[src/rtl/pipe_skid_stage_pkg.sv]
// Shared definitions for the pipeline skid stage: EX/MEM payload layout, NOP bubble
// value and small elaboration-time helpers.
package pipe_skid_stage_pkg;

    localparam int WD_W       = 5;
    localparam int WREG_W     = 1;
    localparam int WDATA_W    = 32;
    localparam int MEM_ADDR_W = 32;
    localparam int ALUOP_W    = 8;

    localparam int EX_MEM_PAYLOAD_W = WD_W + WREG_W + WDATA_W + MEM_ADDR_W + ALUOP_W;

    // Field offsets inside the packed payload, LSB first.
    localparam int ALUOP_LSB    = 0;
    localparam int MEM_ADDR_LSB = ALUOP_LSB + ALUOP_W;
    localparam int WDATA_LSB    = MEM_ADDR_LSB + MEM_ADDR_W;
    localparam int WREG_LSB     = WDATA_LSB + WDATA_W;
    localparam int WD_LSB       = WREG_LSB + WREG_W;

    localparam logic [WD_W-1:0]    NOP_REG_ADDR  = '0;
    localparam logic               WRITE_DISABLE = 1'b0;
    localparam logic [WDATA_W-1:0] ZERO_WORD     = '0;
    localparam logic [ALUOP_W-1:0] ME_NOP_OP     = '0;

    typedef struct packed {
        logic [WD_W-1:0]       wd;
        logic                  wreg;
        logic [WDATA_W-1:0]    wdata;
        logic [MEM_ADDR_W-1:0] mem_addr;
        logic [ALUOP_W-1:0]    aluop;
    } ex_mem_payload_t;

    localparam logic [EX_MEM_PAYLOAD_W-1:0] EX_MEM_NOP_PAYLOAD =
        {NOP_REG_ADDR, WRITE_DISABLE, ZERO_WORD, ZERO_WORD, ME_NOP_OP};

    function automatic logic [EX_MEM_PAYLOAD_W-1:0] pack_ex_mem(input ex_mem_payload_t f);
        return f;
    endfunction

    function automatic ex_mem_payload_t unpack_ex_mem(input logic [EX_MEM_PAYLOAD_W-1:0] p);
        return ex_mem_payload_t'(p);
    endfunction

    // A single-entry queue still needs a one-bit pointer to keep port widths legal.
    function automatic int ptr_width(input int depth);
        return (depth > 1) ? $clog2(depth) : 1;
    endfunction

endpackage

[src/rtl/pipe_skid_stage_wrap_ctr.sv]
// Modulo-MODULUS pointer with increment and synchronous clear; wraps explicitly so
// non-power-of-two depths work.
module pipe_skid_stage_wrap_ctr #(
    parameter int MODULUS = 2,
    parameter int W       = 1
) (
    input  logic         clk,
    input  logic         rst,
    input  logic         inc,
    input  logic         clr,
    output logic [W-1:0] ptr
);

    localparam logic [W-1:0] LAST = W'(MODULUS - 1);

    // NOTE: sequential state is assigned with <= so every register samples pre-edge values.
    always_ff @(posedge clk or posedge rst) begin
        if (rst) begin
            ptr <= '0;
        end else if (clr) begin
            ptr <= '0;
        end else if (inc) begin
            ptr <= (ptr == LAST) ? '0 : ptr + W'(1);
        end
    end

endmodule

[src/rtl/pipe_skid_stage.sv]
// Valid/ready pipeline-boundary buffer: DEPTH-entry skid queue, synchronous flush,
// and a NOP bubble on the output whenever the queue is empty.
module pipe_skid_stage
    import pipe_skid_stage_pkg::*;
#(
    parameter  int                DATA_W      = EX_MEM_PAYLOAD_W,
    parameter  int                DEPTH       = 2,
    parameter  logic [DATA_W-1:0] NOP_PAYLOAD = {DATA_W{1'b0}},
    localparam int                CNT_W       = $clog2(DEPTH + 1)
) (
    input  logic              clk,
    input  logic              rst,
    input  logic              flush,
    input  logic              up_valid,
    output logic              up_ready,
    input  logic [DATA_W-1:0] up_payload,
    output logic              dn_valid,
    input  logic              dn_ready,
    output logic [DATA_W-1:0] dn_payload,
    output logic [CNT_W-1:0]  occupancy
);

    localparam int               PTR_W    = ptr_width(DEPTH);
    localparam logic [CNT_W-1:0] FULL_CNT = CNT_W'(DEPTH);

    logic [CNT_W-1:0]  count;
    logic [CNT_W-1:0]  count_next;
    logic              has_room;
    logic [PTR_W-1:0]  rd_ptr;
    logic [PTR_W-1:0]  wr_ptr;
    logic [DATA_W-1:0] mem [DEPTH];
    logic              push;
    logic              pop;
    logic              wr_en;
    logic              rd_adv;

    assign push   = up_valid & up_ready;
    assign pop    = dn_valid & dn_ready;
    // A flush drops the same-cycle push but the popped head has already left.
    assign wr_en  = push & ~flush;
    assign rd_adv = pop & ~flush;

    // NOTE: every variable driven here gets a default first, so no latch is inferred.
    always_comb begin
        count_next = count;
        if (flush) begin
            count_next = '0;
        end else begin
            unique case ({push, pop})
                2'b10:   count_next = count + CNT_W'(1);
                2'b01:   count_next = count - CNT_W'(1);
                default: count_next = count;
            endcase
        end
    end

    always_ff @(posedge clk or posedge rst) begin
        if (rst) begin
            count    <= '0;
            has_room <= 1'b1;
        end else begin
            count    <= count_next;
            has_room <= (count_next < FULL_CNT);
        end
    end

    generate
        if (DEPTH == 1) begin : g_passthru
            // Single entry: a departing head frees the slot in the same cycle.
            assign up_ready = has_room | dn_ready;
        end else begin : g_skid
            assign up_ready = has_room;
        end
    endgenerate

    pipe_skid_stage_wrap_ctr #(
        .MODULUS (DEPTH),
        .W       (PTR_W)
    ) u_wr_ptr (
        .clk (clk),
        .rst (rst),
        .inc (wr_en),
        .clr (flush),
        .ptr (wr_ptr)
    );

    pipe_skid_stage_wrap_ctr #(
        .MODULUS (DEPTH),
        .W       (PTR_W)
    ) u_rd_ptr (
        .clk (clk),
        .rst (rst),
        .inc (rd_adv),
        .clr (flush),
        .ptr (rd_ptr)
    );

    // NOTE: storage has no reset; count gates every read, so stale contents never escape.
    always_ff @(posedge clk) begin
        if (wr_en) begin
            mem[wr_ptr] <= up_payload;
        end
    end

    assign dn_valid   = (count != '0);
    assign dn_payload = dn_valid ? mem[rd_ptr] : NOP_PAYLOAD;
    assign occupancy  = count;

endmodule

[config.mk]
export PLATFORM = sky130hd
export DESIGN_NAME = pipe_skid_stage
export DESIGN_NICKNAME = d
export VERILOG_FILES = /design/src/rtl/pipe_skid_stage_pkg.sv /design/src/rtl/pipe_skid_stage_wrap_ctr.sv /design/src/rtl/pipe_skid_stage.sv
export SDC_FILE = /design/constraint.sdc
export NUM_CORES = 1
export LEC_CHECK = 0
export BUFFER_PORTS_ARGS = -buffer_cell sky130_fd_sc_hd__buf_2
export CORE_UTILIZATION = 52
export CTS_CLUSTER_DIAMETER = 50
export DETAILED_ROUTE_END_ITERATION = 10
export PLACE_DENSITY = 0.76
export SYNTH_ARGS = -nofsm -noshare
export SYNTH_HDL_FRONTEND = slang
export SYNTH_SLANG_ARGS = --single-unit
[constraint.sdc]
create_clock -name clk -period 8.1 [get_ports clk]
set_input_delay 1.215 -clock clk [delete_from_list [all_inputs] [get_ports clk]]
set_output_delay 1.215 -clock clk [all_outputs]
set_load 0.05 [all_outputs]
==> flow_metrics.env, run 1 <==
export IMPL_vdd_drop_max_uv=268
export IMPL_synth_seq_area_share_pct=78.1
export IMPL_tightest_slew_ps=1240
export IMPL_setup_tns_ps=0
export IMPL_synth_edff_count=156
export IMPL_hp_class="flip-flop to flip-flop"
export IMPL_wire_per_inst_um=16.6
export IMPL_cp_arrival_ps=2690
export IMPL_start_kind="flip-flop"
export IMPL_post_place_ws_ps=4360
export IMPL_p_per_area_mw_per_mm2=358
export IMPL_portBuffers=164
export IMPL_hold_violations=0
export IMPL_finalCriticalPeriod_ps=3900
export IMPL_antenna_left=0
export IMPL_end_kind="output port"
export IMPL_maxCapViolCount=0
export IMPL_synth_ff_type="edfxtp_1"
export IMPL_htree_levels=4
export IMPL_hpwl_um=7130
export IMPL_maxSlewViolCount=0
export IMPL_period_share_pct=48.2
export IMPL_required_ps=6880
export IMPL_relSlewSlack_pct=16.8
export IMPL_cts_setup_buffers=0
export IMPL_dr_pass1_iters=4
export IMPL_syn_area_per_cell_sq_um=17.2
export IMPL_syn_area_sq_mm=0.00616
export IMPL_status="complete, no violations"
export IMPL_p_clk_share_pct=29.7
export IMPL_asyncSetResetFlopFracSynth_pct=3.11
export IMPL_setup_viol=0
export IMPL_clkLatencyLatePin_ps=420
export IMPL_nNetsFinal=615
export IMPL_io_pins=165
export IMPL_cts_hold_buf=0
export IMPL_vias=3511
export IMPL_diodes=0
export IMPL_cts_buffers=17
export IMPL_die_height_um=111
export IMPL_p_switching_uw=1050
export IMPL_initial_utilization_pct=53.7
export IMPL_dieArea_sq_mm=0.0123
export IMPL_cp_max_fo=50
export IMPL_placed_area_sq_mm=0.00710
export IMPL_fillers=785
export IMPL_grt_pass1_wl_um=18200
export IMPL_drt_vias_per_instance=5.12
export IMPL_p_leak_uw=0.00297
export IMPL_areaGrowthSynthToFinish_pct=25.3
export IMPL_grt_max_degree=64
export IMPL_path_clk_slew_ps=60
export IMPL_cts_root_buf="clkbuf_16"
export IMPL_final_area_sq_mm=0.00772
export IMPL_die_x_um=111
export IMPL_setup_slack_ps=4200
export IMPL_core_area_sq_mm=0.0115
export IMPL_grt_ovfl_total=0
export IMPL_cts_path_max_buffers=2
export IMPL_fin_total_pwr_uw=2770
export IMPL_critical_path_class="flip-flop to output port"
export IMPL_globalRouteTotalUtil_pct=19.6
export IMPL_gp_congestion=0.787
export IMPL_cts_resized=0
export IMPL_synth_cell_type_count=20
export IMPL_num_rows=39
export IMPL_cts_tree="built"
export IMPL_drive_gt1_share_pct=38.3
export IMPL_p_int_uw=1720
export IMPL_switching_share_pct=37.8
export IMPL_fmax_ghz=0.256
export IMPL_rsz0062_at_grt="no"
export IMPL_drc=0
export IMPL_grt_pass1_vias=3733
export IMPL_yosysWarnings=0
export IMPL_clock_skew_ps=4.72
export IMPL_routed_wl_um=11400
export IMPL_ys_ff_latch=161
export IMPL_power_frac_comb_pct=32.9
export IMPL_pwr_share_seq_pct=37.4
export IMPL_synth_cells=359
export IMPL_synthesis_nets=444
export IMPL_numClockSinks=161
export IMPL_grt_antenna_before_repair=0
export IMPL_dr_first_iter_drc_count=198
[final timing paths]
| check | from | end | slack, ps | depth (start not counted) |
|---|---|---|---|---|
| worst max-delay path | u_rd_ptr.ptr | dn_payload[60] | 4200 | 4 |
| worst min-delay path | u_wr_ptr.ptr | u_wr_ptr.ptr | 630 | 2 |
| worst max register to register | up_ready | mem[0][29] | 5230 | 3 |
| worst min register to register | u_wr_ptr.ptr | u_wr_ptr.ptr | 630 | 2 |
| max in group asynchronous | rst | up_ready | 7150 | 2 |
| min in group asynchronous | rst | u_rd_ptr.ptr | 700 | 2 |
[stage by stage]
step | instances | utilization, % | hold WS (ps)
after floorplan | 359 | - | 519
after global placement | 654 | 61.9 | 568
after global routing | 686 | 67.3 | 646
after detailed placement | 654 | 61.9 | 632
final | 686 | 67.3 | 631
after CTS | 686 | 67.3 | 629
[cells in the mapped netlist (2+ instances only)]
cell,number,share of area [%]
buf_2,5,0.41
buf_4,8,0.98
buf_6,2,0.37
clkbuf_1,2,0.12
dfrtp_1,4,1.6
edfxtp_1,156,76
ha_1,2,0.41
inv_1,4,0.24
mux2i_1,80,13
nor2_1,84,5.1
nor2_2,2,0.20
xor2_1,2,0.28
[metal layers]
metal	global-route usage, %	wire (um)	vias to the layer above
met3	7.00	984	14
met1	23.4	4620	1690
met5	0	0	-
met4	8.18	152	0
met2	32.2	5620	143
li1	-	-	1664
[worst max-delay path: stages, from the launching register on]
cell,delay (ps)
dfrtp_4,770
buf_4,770
mux2i_1,180
nor2_1,170
buf_2,290
[power by group through the flow]
stage	sequential, uW	combinational [uW]	clock (uW)
2_1_floorplan	1050	727	0
3_3_place_gp	1050	910	0
3_5_place_dp	1050	918	0
4_1_cts	1040	922	835
5_1_grt	1040	962	864
6_report	1030	910	822
[state kept, by name, indices dropped and copies added, names as in the netlist]
signal,cells
u_wr_ptr.ptr,1
occupancy,2
mem,156
u_rd_ptr.ptr,1
up_ready,1
[final cells by class]
class                      instances  area, sq um  share of cell area [%]
sequential                       161         4810                    62.4
multi-input combinational        177         1230                    16.0
timing repair buffer             169          858                    11.1
clock buffer                      17          425                    5.51
clock inverter                    15          193                    2.50
tap                              143          179                    2.32
inverter                           4         15.0                   0.195
[cells in the final DEF, fill, tap and decap left out, types with 2 or more instances in the layout]
cell type / instances
inv_1: 4
clkinvlp_4: 4
buf_2: 164
nor2_1: 84
edfxtp_1: 156
buf_4: 5
clkinv_2: 5
mux2i_1: 80
clkbuf_16: 17
xor2_1: 2
bufinv_16: 4
ha_1: 2
clkinv_4: 2
dfrtp_1: 3
[cells by family after synthesis]
kind of cell | count (synthesis) | synth area share (%)
mux | 81 | 13.2
compound gates | 1 | 0.0812
xor+xnor | 3 | 0.427
buf+inv | 21 | 2.11
simple gates | 90 | 5.69
fa+ha+maj | 2 | 0.406
flops | 161 | 78.1
Note: power is estimated with default switching activity, not from simulation.
==> inputs of run 2 (changes only) <==
--- a/config.mk
+++ b/config.mk
@@ -5,6 +5,7 @@
 export SDC_FILE = /design/constraint.sdc
 export NUM_CORES = 1
 export LEC_CHECK = 0
+export ABC_AREA = 1
 export BUFFER_PORTS_ARGS = -buffer_cell sky130_fd_sc_hd__buf_2
 export CORE_UTILIZATION = 52
 export CTS_CLUSTER_DIAMETER = 50
==> constraint.sdc (replaced) <==
create_clock -name clk -period 3.65 [get_ports clk]
set_input_delay 0.5475 -clock clk [delete_from_list [all_inputs] [get_ports clk]]
set_output_delay 0.5475 -clock clk [all_outputs]
set_load 0.05 [all_outputs]
==> run 2 against run 1 <==
  * Setup slack worse by 3400 ps
  * Clock skew is 1.4 ps higher
  * Routed wire length is 9.0% higher
  * Via count is 17% higher
  * Critical path type unchanged
  * First-iteration DRC count is 68% higher
  * Area after synthesis is 0.39% lower
  * Highest routed layer is now met5
  * Global-route usage is 1.8 points higher
  * Power is 140% higher
  * Non-clock buffer count is 1 higher
  * Count of clock-buffer cells in the layout is 7 higher
==> flow_metrics.env, run 2 <==
export IMPL_status="complete, no violations"
export IMPL_hold_violations=0
export IMPL_cts_tree="built"
export IMPL_p_clk_share_pct=25.5
export IMPL_p_int_uw=3740
export IMPL_fin_total_pwr_uw=6540
export IMPL_relSlewSlack_pct=42.6
export IMPL_numClockSinks=161
export IMPL_r2r_setup_slack_ps=1200
export IMPL_core_area_sq_mm=0.0115
export IMPL_endpoint="dn_payload[27]"
export IMPL_required_ps=3100
export IMPL_r2r_start="occupancy[0]"
export IMPL_layout_common_cells="164 x buf_2, 163 x nand2_1, 156 x edfxtp_1"
export IMPL_maxCapViolCount=0
export IMPL_cts_path_max_buffers=2
export IMPL_cts_resized=0
export IMPL_diodes=0
export IMPL_hp_class="primary input to async pin"
export IMPL_vias=4102
export IMPL_maxSlewViolCount=0
export IMPL_placedCellCount=747
export IMPL_nNetsFinal=708
export IMPL_rsz0062_at_grt="no"
export IMPL_synth_area_top_cells="edfxtp_1 76%, nand2_1 10%, a21oi_1 6.4%"
export IMPL_tightest_slew_ps=861
export IMPL_cts_root_buf="clkbuf_16"
export IMPL_final_cells=779
export IMPL_areaGrowthSynthToFinish_pct=24.4
export IMPL_grt_pass1_vias=4040
export IMPL_pwr_share_seq_pct=34.6
export IMPL_drive_gt1_share_pct=31.8
export IMPL_period_share_pct=77.1
export IMPL_p_switching_uw=2800
export IMPL_htree_levels=4
export IMPL_synth_top_cell_area_share_pct=76.3
export IMPL_synth_cell_type_count=19
export IMPL_fmax_ghz=0.355
export IMPL_yosysTopAreaCell="edfxtp_1"
export IMPL_syn_area_sq_mm=0.00614
export IMPL_wire_per_inst_um=15.9
export IMPL_globalRouteTotalUtil_pct=21.4
export IMPL_dr_pass1_iters=5
export IMPL_cp_arrival_ps=2270
export IMPL_post_place_ws_ps=1190
export IMPL_start_kind="flip-flop"
export IMPL_critical_path_class="flip-flop to output port"
export IMPL_num_rows=39
export IMPL_drt_vias_per_instance=5.27
export IMPL_fin_util_pct=66.6
export IMPL_die_height_um=111
export IMPL_end_kind="output port"
export IMPL_routed_wl_um=12400
export IMPL_synthTopCellsByCount="163 x nand2_1, 156 x edfxtp_1, 78 x a21oi_1"
export IMPL_drc=0
export IMPL_vdd_drop_max_uv=616
export IMPL_cts_setup_buffers=0
export IMPL_clkLatencyLatePin_ps=420
export IMPL_grt_max_degree=80
export IMPL_synth_edff_count=156
export IMPL_synth_cells=459
export IMPL_grt_ovfl_total=0
export IMPL_path_clk_slew_ps=60
export IMPL_gp_congestion=0.784
export IMPL_yosysWarnings=0
export IMPL_power_frac_comb_pct=39.9
export IMPL_r2r_end="up_ready"
export IMPL_cp_max_fo=35
export IMPL_largest_reg_flops=156
export IMPL_switching_share_pct=42.8
export IMPL_p_per_area_mw_per_mm2=857
export IMPL_asyncSetResetFlopFracSynth_pct=3.11
export IMPL_portBuffers=164
export IMPL_seqCellArea_sq_mm=0.00481
export IMPL_synth_seq_area_share_pct=78.4
export IMPL_antenna_left=0
export IMPL_ys_ff_latch=161
export IMPL_cts_buffers=17
export IMPL_dr_first_iter_drc_count=333
export IMPL_clock_skew_ps=6.11
export IMPL_synth_most_common_cell="nand2_1"
export IMPL_setup_viol=0
export IMPL_syn_area_per_cell_sq_um=13.4
export IMPL_setup_slack_ps=834
export IMPL_p_leak_uw=0.00313
export IMPL_multi_input_area_sq_mm=0.00113
export IMPL_grt_pass1_wl_um=19700
export IMPL_setup_tns_ps=0
export IMPL_top_register="mem"
export IMPL_io_pins=165
export IMPL_final_common_cell="buf_2"
export IMPL_initial_utilization_pct=53.5
export IMPL_finalCriticalPeriod_ps=2820
export IMPL_dieArea_sq_mm=0.0122
export IMPL_grt_antenna_before_repair=1
export IMPL_die_x_um=111
export IMPL_cts_hold_buf=0
export IMPL_reg2regPathDepth=9
export IMPL_synth_ff_type="edfxtp_1"
export IMPL_fillers=814
export IMPL_hpwl_um=7610
export IMPL_cp_startpoint="occupancy[0]"
export IMPL_synthesis_nets=544
==> run 2: power by group through the flow <==
stage	combinational (uW)	sequential (uW)	clock (uW)
final	2610	2260	1670
after global routing	2760	2270	1770
after global placement	2580	2290	0
after floorplan	2010	2340	0
after CTS	2630	2260	1700
after detailed placement	2620	2300	0
==> run 2: cells by family after synthesis <==
kind of cell | synth area share (%)
and+or+nand+nor | 11.2
buffers and inverters | 3.36
AOI/OAI and AO/OA | 6.65
DFF | 78.4
adders and majority gates | 0.408
==> run 2: worst min-delay path by stage <==
stage | startpoint | endpoint | slack, ps
final | rst | u_wr_ptr.ptr | 20
after floorplan | rst | occupancy[0] | 330
after global placement | rst | occupancy[0] | 450
after detailed placement | rst | u_wr_ptr.ptr | 470
after CTS | rst | u_wr_ptr.ptr | 10
after global routing | rst | u_wr_ptr.ptr | 30
==> run 2: layout make-up <==
type / count / share of cell area, %
clock inverter: 8 / 1.16
sequential: 161 / 63.0
timing repair buffer: 170 / 11.8
inverter: 12 / 0.623
clock buffer: 24 / 6.18
multi-input combinational: 261 / 14.8
tap: 143 / 2.34
==> run 2: through the flow <==
stage          hold WS [ps]  cell area (sq um)
2_1_floorplan           325               6150
6_report               22.7               7630
3_3_place_gp            454               7070
5_1_grt                30.4               7630
3_5_place_dp            465               7070
4_1_cts                15.0               7630
==> run 2: critical path, stage by stage (launching register included) <==
cell	delay, ps
dfrtp_1	450
nor2_4	540
buf_4	470
a21oi_1	120
buf_2	240
==> run 2: layer usage <==
metal	vias up	GRT usage [%]	part of all wire [%]
met5	-	0	0.089
met4	2	8.89	2.0
met3	24	9.28	9.3
met2	173	33.5	48
met1	1965	26.0	41
li1	1938	-	-
==> inputs of run 3 (changes only) <==
==> constraint.sdc (replaced) <==
create_clock -name clk -period 2.85 [get_ports clk]
set_input_delay 0.4275 -clock clk [delete_from_list [all_inputs] [get_ports clk]]
set_output_delay 0.4275 -clock clk [all_outputs]
set_load 0.05 [all_outputs]
==> run 3 against run 2 <==
  * Clock power increased by 43%
  * Core utilization increased by 0.79 points
  * Routed wire length increased by 1.9%
  * Largest power group unchanged
  * Register-to-register slack got worse by 290 ps
  * Critical path depth unchanged
  * Hold slack improved by 180 ps
  * Sequential share of layout area decreased by 0.74 points
  * Design area increased by 1.2%
  * First-iteration DRC count increased by 16%
  * Via count decreased by 1.7%
  * Clock skew decreased by 0.71 ps
==> flow_metrics.env, run 3 (same netlist as run 2, synthesis figures left out) <==
export IMPL_htree_levels=4
export IMPL_p_int_uw=5010
export IMPL_finalCriticalPeriod_ps=2560
export IMPL_drive_gt1_share_pct=31.8
export IMPL_grt_busiest_layer="met2"
export IMPL_top_register="mem"
export IMPL_vdd_drop_max_uv=712
export IMPL_grt_ovfl_total=0
export IMPL_period_share_pct=89.8
export IMPL_final_common_cell="buf_2"
export IMPL_gp_congestion=0.703
export IMPL_p_clk_share_pct=27.6
export IMPL_grtUsageMet1_pct=28.2
export IMPL_die_height_um=111
export IMPL_grt_antenna_before_repair=1
export IMPL_final_area_sq_mm=0.00772
export IMPL_die_x_um=111
export IMPL_dr_pass1_iters=5
export IMPL_rsz0062_at_grt="no"
export IMPL_drt_vias_per_instance=5.17
export IMPL_routed_wl_um=12600
export IMPL_cp_arrival_ps=2130
export IMPL_cts_tree="built"
export IMPL_drc=0
export IMPL_grt_pass1_vias=4113
export IMPL_clkLatencyLatePin_ps=410
export IMPL_hold_ws_ps=200
export IMPL_io_pins=165
export IMPL_cts_resized=0
export IMPL_fmax_ghz=0.391
export IMPL_setup_tns_ps=0
export IMPL_hpwl_um=7510
export IMPL_setup_viol=0
export IMPL_antenna_left=0
export IMPL_grt_max_degree=81
export IMPL_grt_pass1_wl_um=20200
export IMPL_globalRouteTotalUtil_pct=21.4
export IMPL_clock_skew_ps=5.39
export IMPL_p_leak_uw=0.00315
export IMPL_pwr_share_seq_pct=33.6
export IMPL_dr_first_iter_drc_count=387
export IMPL_use_met2_pct=33.8
export IMPL_layout_common_cells="164 x buf_2, 162 x nand2_1, 156 x edfxtp_1"
export IMPL_post_place_ws_ps=749
export IMPL_numClockSinks=161
export IMPL_vias=4032
export IMPL_end_kind="output port"
export IMPL_fillers=831
export IMPL_portBuffers=164
export IMPL_cts_setup_buffers=0
export IMPL_power_frac_comb_pct=38.8
export IMPL_hp_class="primary input to flip-flop"
export IMPL_start_kind="flip-flop"
export IMPL_required_ps=2420
export IMPL_nNetsFinal=708
export IMPL_hold_violations=0
export IMPL_cp_max_fo=79
export IMPL_setup_slack_ps=291
export IMPL_maxSlewViolCount=0
export IMPL_initial_utilization_pct=53.5
export IMPL_largest_reg_flops=156
export IMPL_switching_share_pct=41.8
export IMPL_path_clk_slew_ps=60
export IMPL_areaGrowthSynthToFinish_pct=25.9
export IMPL_grt_use_met3_pct=6.42
export IMPL_critical_path_class="flip-flop to output port"
export IMPL_cts_buffers=17
export IMPL_core_area_sq_mm=0.0115
export IMPL_dieArea_sq_mm=0.0122
export IMPL_status="complete, no violations"
export IMPL_wire_per_inst_um=16.2
export IMPL_p_switching_uw=3600
export IMPL_p_per_area_mw_per_mm2=1120
export IMPL_tightest_slew_ps=864
export IMPL_placed_area_sq_mm=0.00709
export IMPL_num_rows=39
export IMPL_relSlewSlack_pct=42.4
export IMPL_maxCapViolCount=0
export IMPL_cts_root_buf="clkbuf_16"
export IMPL_cts_path_max_buffers=2
==> run 3: cell types whose count changed in the layout (fill, tap and decap cells not counted), moves of 3 or more <==
cell,delta
clkbuf_1,-4
clkinv_1,+4
clkinv_2,-4
clkinvlp_4,+3
bufinv_16,+3
==> run 3: cell type report <==
cell class                 instances  area (sq um)  share of cell area (%)
antenna                            1          2.50                  0.0324
inverter                          12          50.0                   0.648
sequential                       161          4810                    62.3
multi-input combinational        261          1140                    14.7
tap                              143           179                    2.32
clock buffer                      18           429                    5.56
clock inverter                    14           194                    2.51
timing repair buffer             170           918                    11.9
==> run 3: final timing paths <==
path / from / to / slack, ps / cells past startpoint
worst max register to register: occupancy[0] / occupancy[1] / 910 / 10
max in group asynchronous: rst / up_ready / 2130 / 3
worst min register to register: u_wr_ptr.ptr / u_wr_ptr.ptr / 570 / 2
worst max-delay path: u_rd_ptr.ptr / dn_payload[21] / 290 / 4
worst min-delay path: up_payload[14] / mem[1][14] / 200 / 1
min in group asynchronous: rst / occupancy[0] / 470 / 3
==> run 3: repair_timing <==
| item | in CTS | in global routing |
|---|---|---|
| hold endpoints to repair | 4 | 0 |
| hold buffers | 1 | 0 |
| endpoints found under the setup margin | 0 | 0 |
==> run 3: power groups by stage <==
stage	sequential, uW	clock (uW)	combinational, uW
after floorplan	2990	0	2580
after global placement	2930	0	3320
after detailed placement	2950	0	3360
after CTS	2900	2410	3370
after global routing	2910	2500	3540
final	2900	2380	3340
==> run 3: critical path: stages, from the launching register on <==
cell	delay, ps
dfrtp_2	370
buf_4	640
nand2_1	170
a21oi_1	180
buf_2	270
==> run 3: per-layer routing <==
metal | vias up | wire length (um)
met5 | - | 0
met4 | 0 | 132
met3 | 13 | 926
met2 | 158 | 6230
met1 | 1922 | 5340
li1 | 1939 | -
==> run 3: stage by stage <==
stage	cells	total power, uW	utilization [%]
2_1_floorplan	459	5570	-
3_3_place_gp	746	6250	61.8
3_5_place_dp	746	6310	61.8
4_1_cts	779	8680	67.3
5_1_grt	779	8950	67.3
6_report	780	8620	67.3
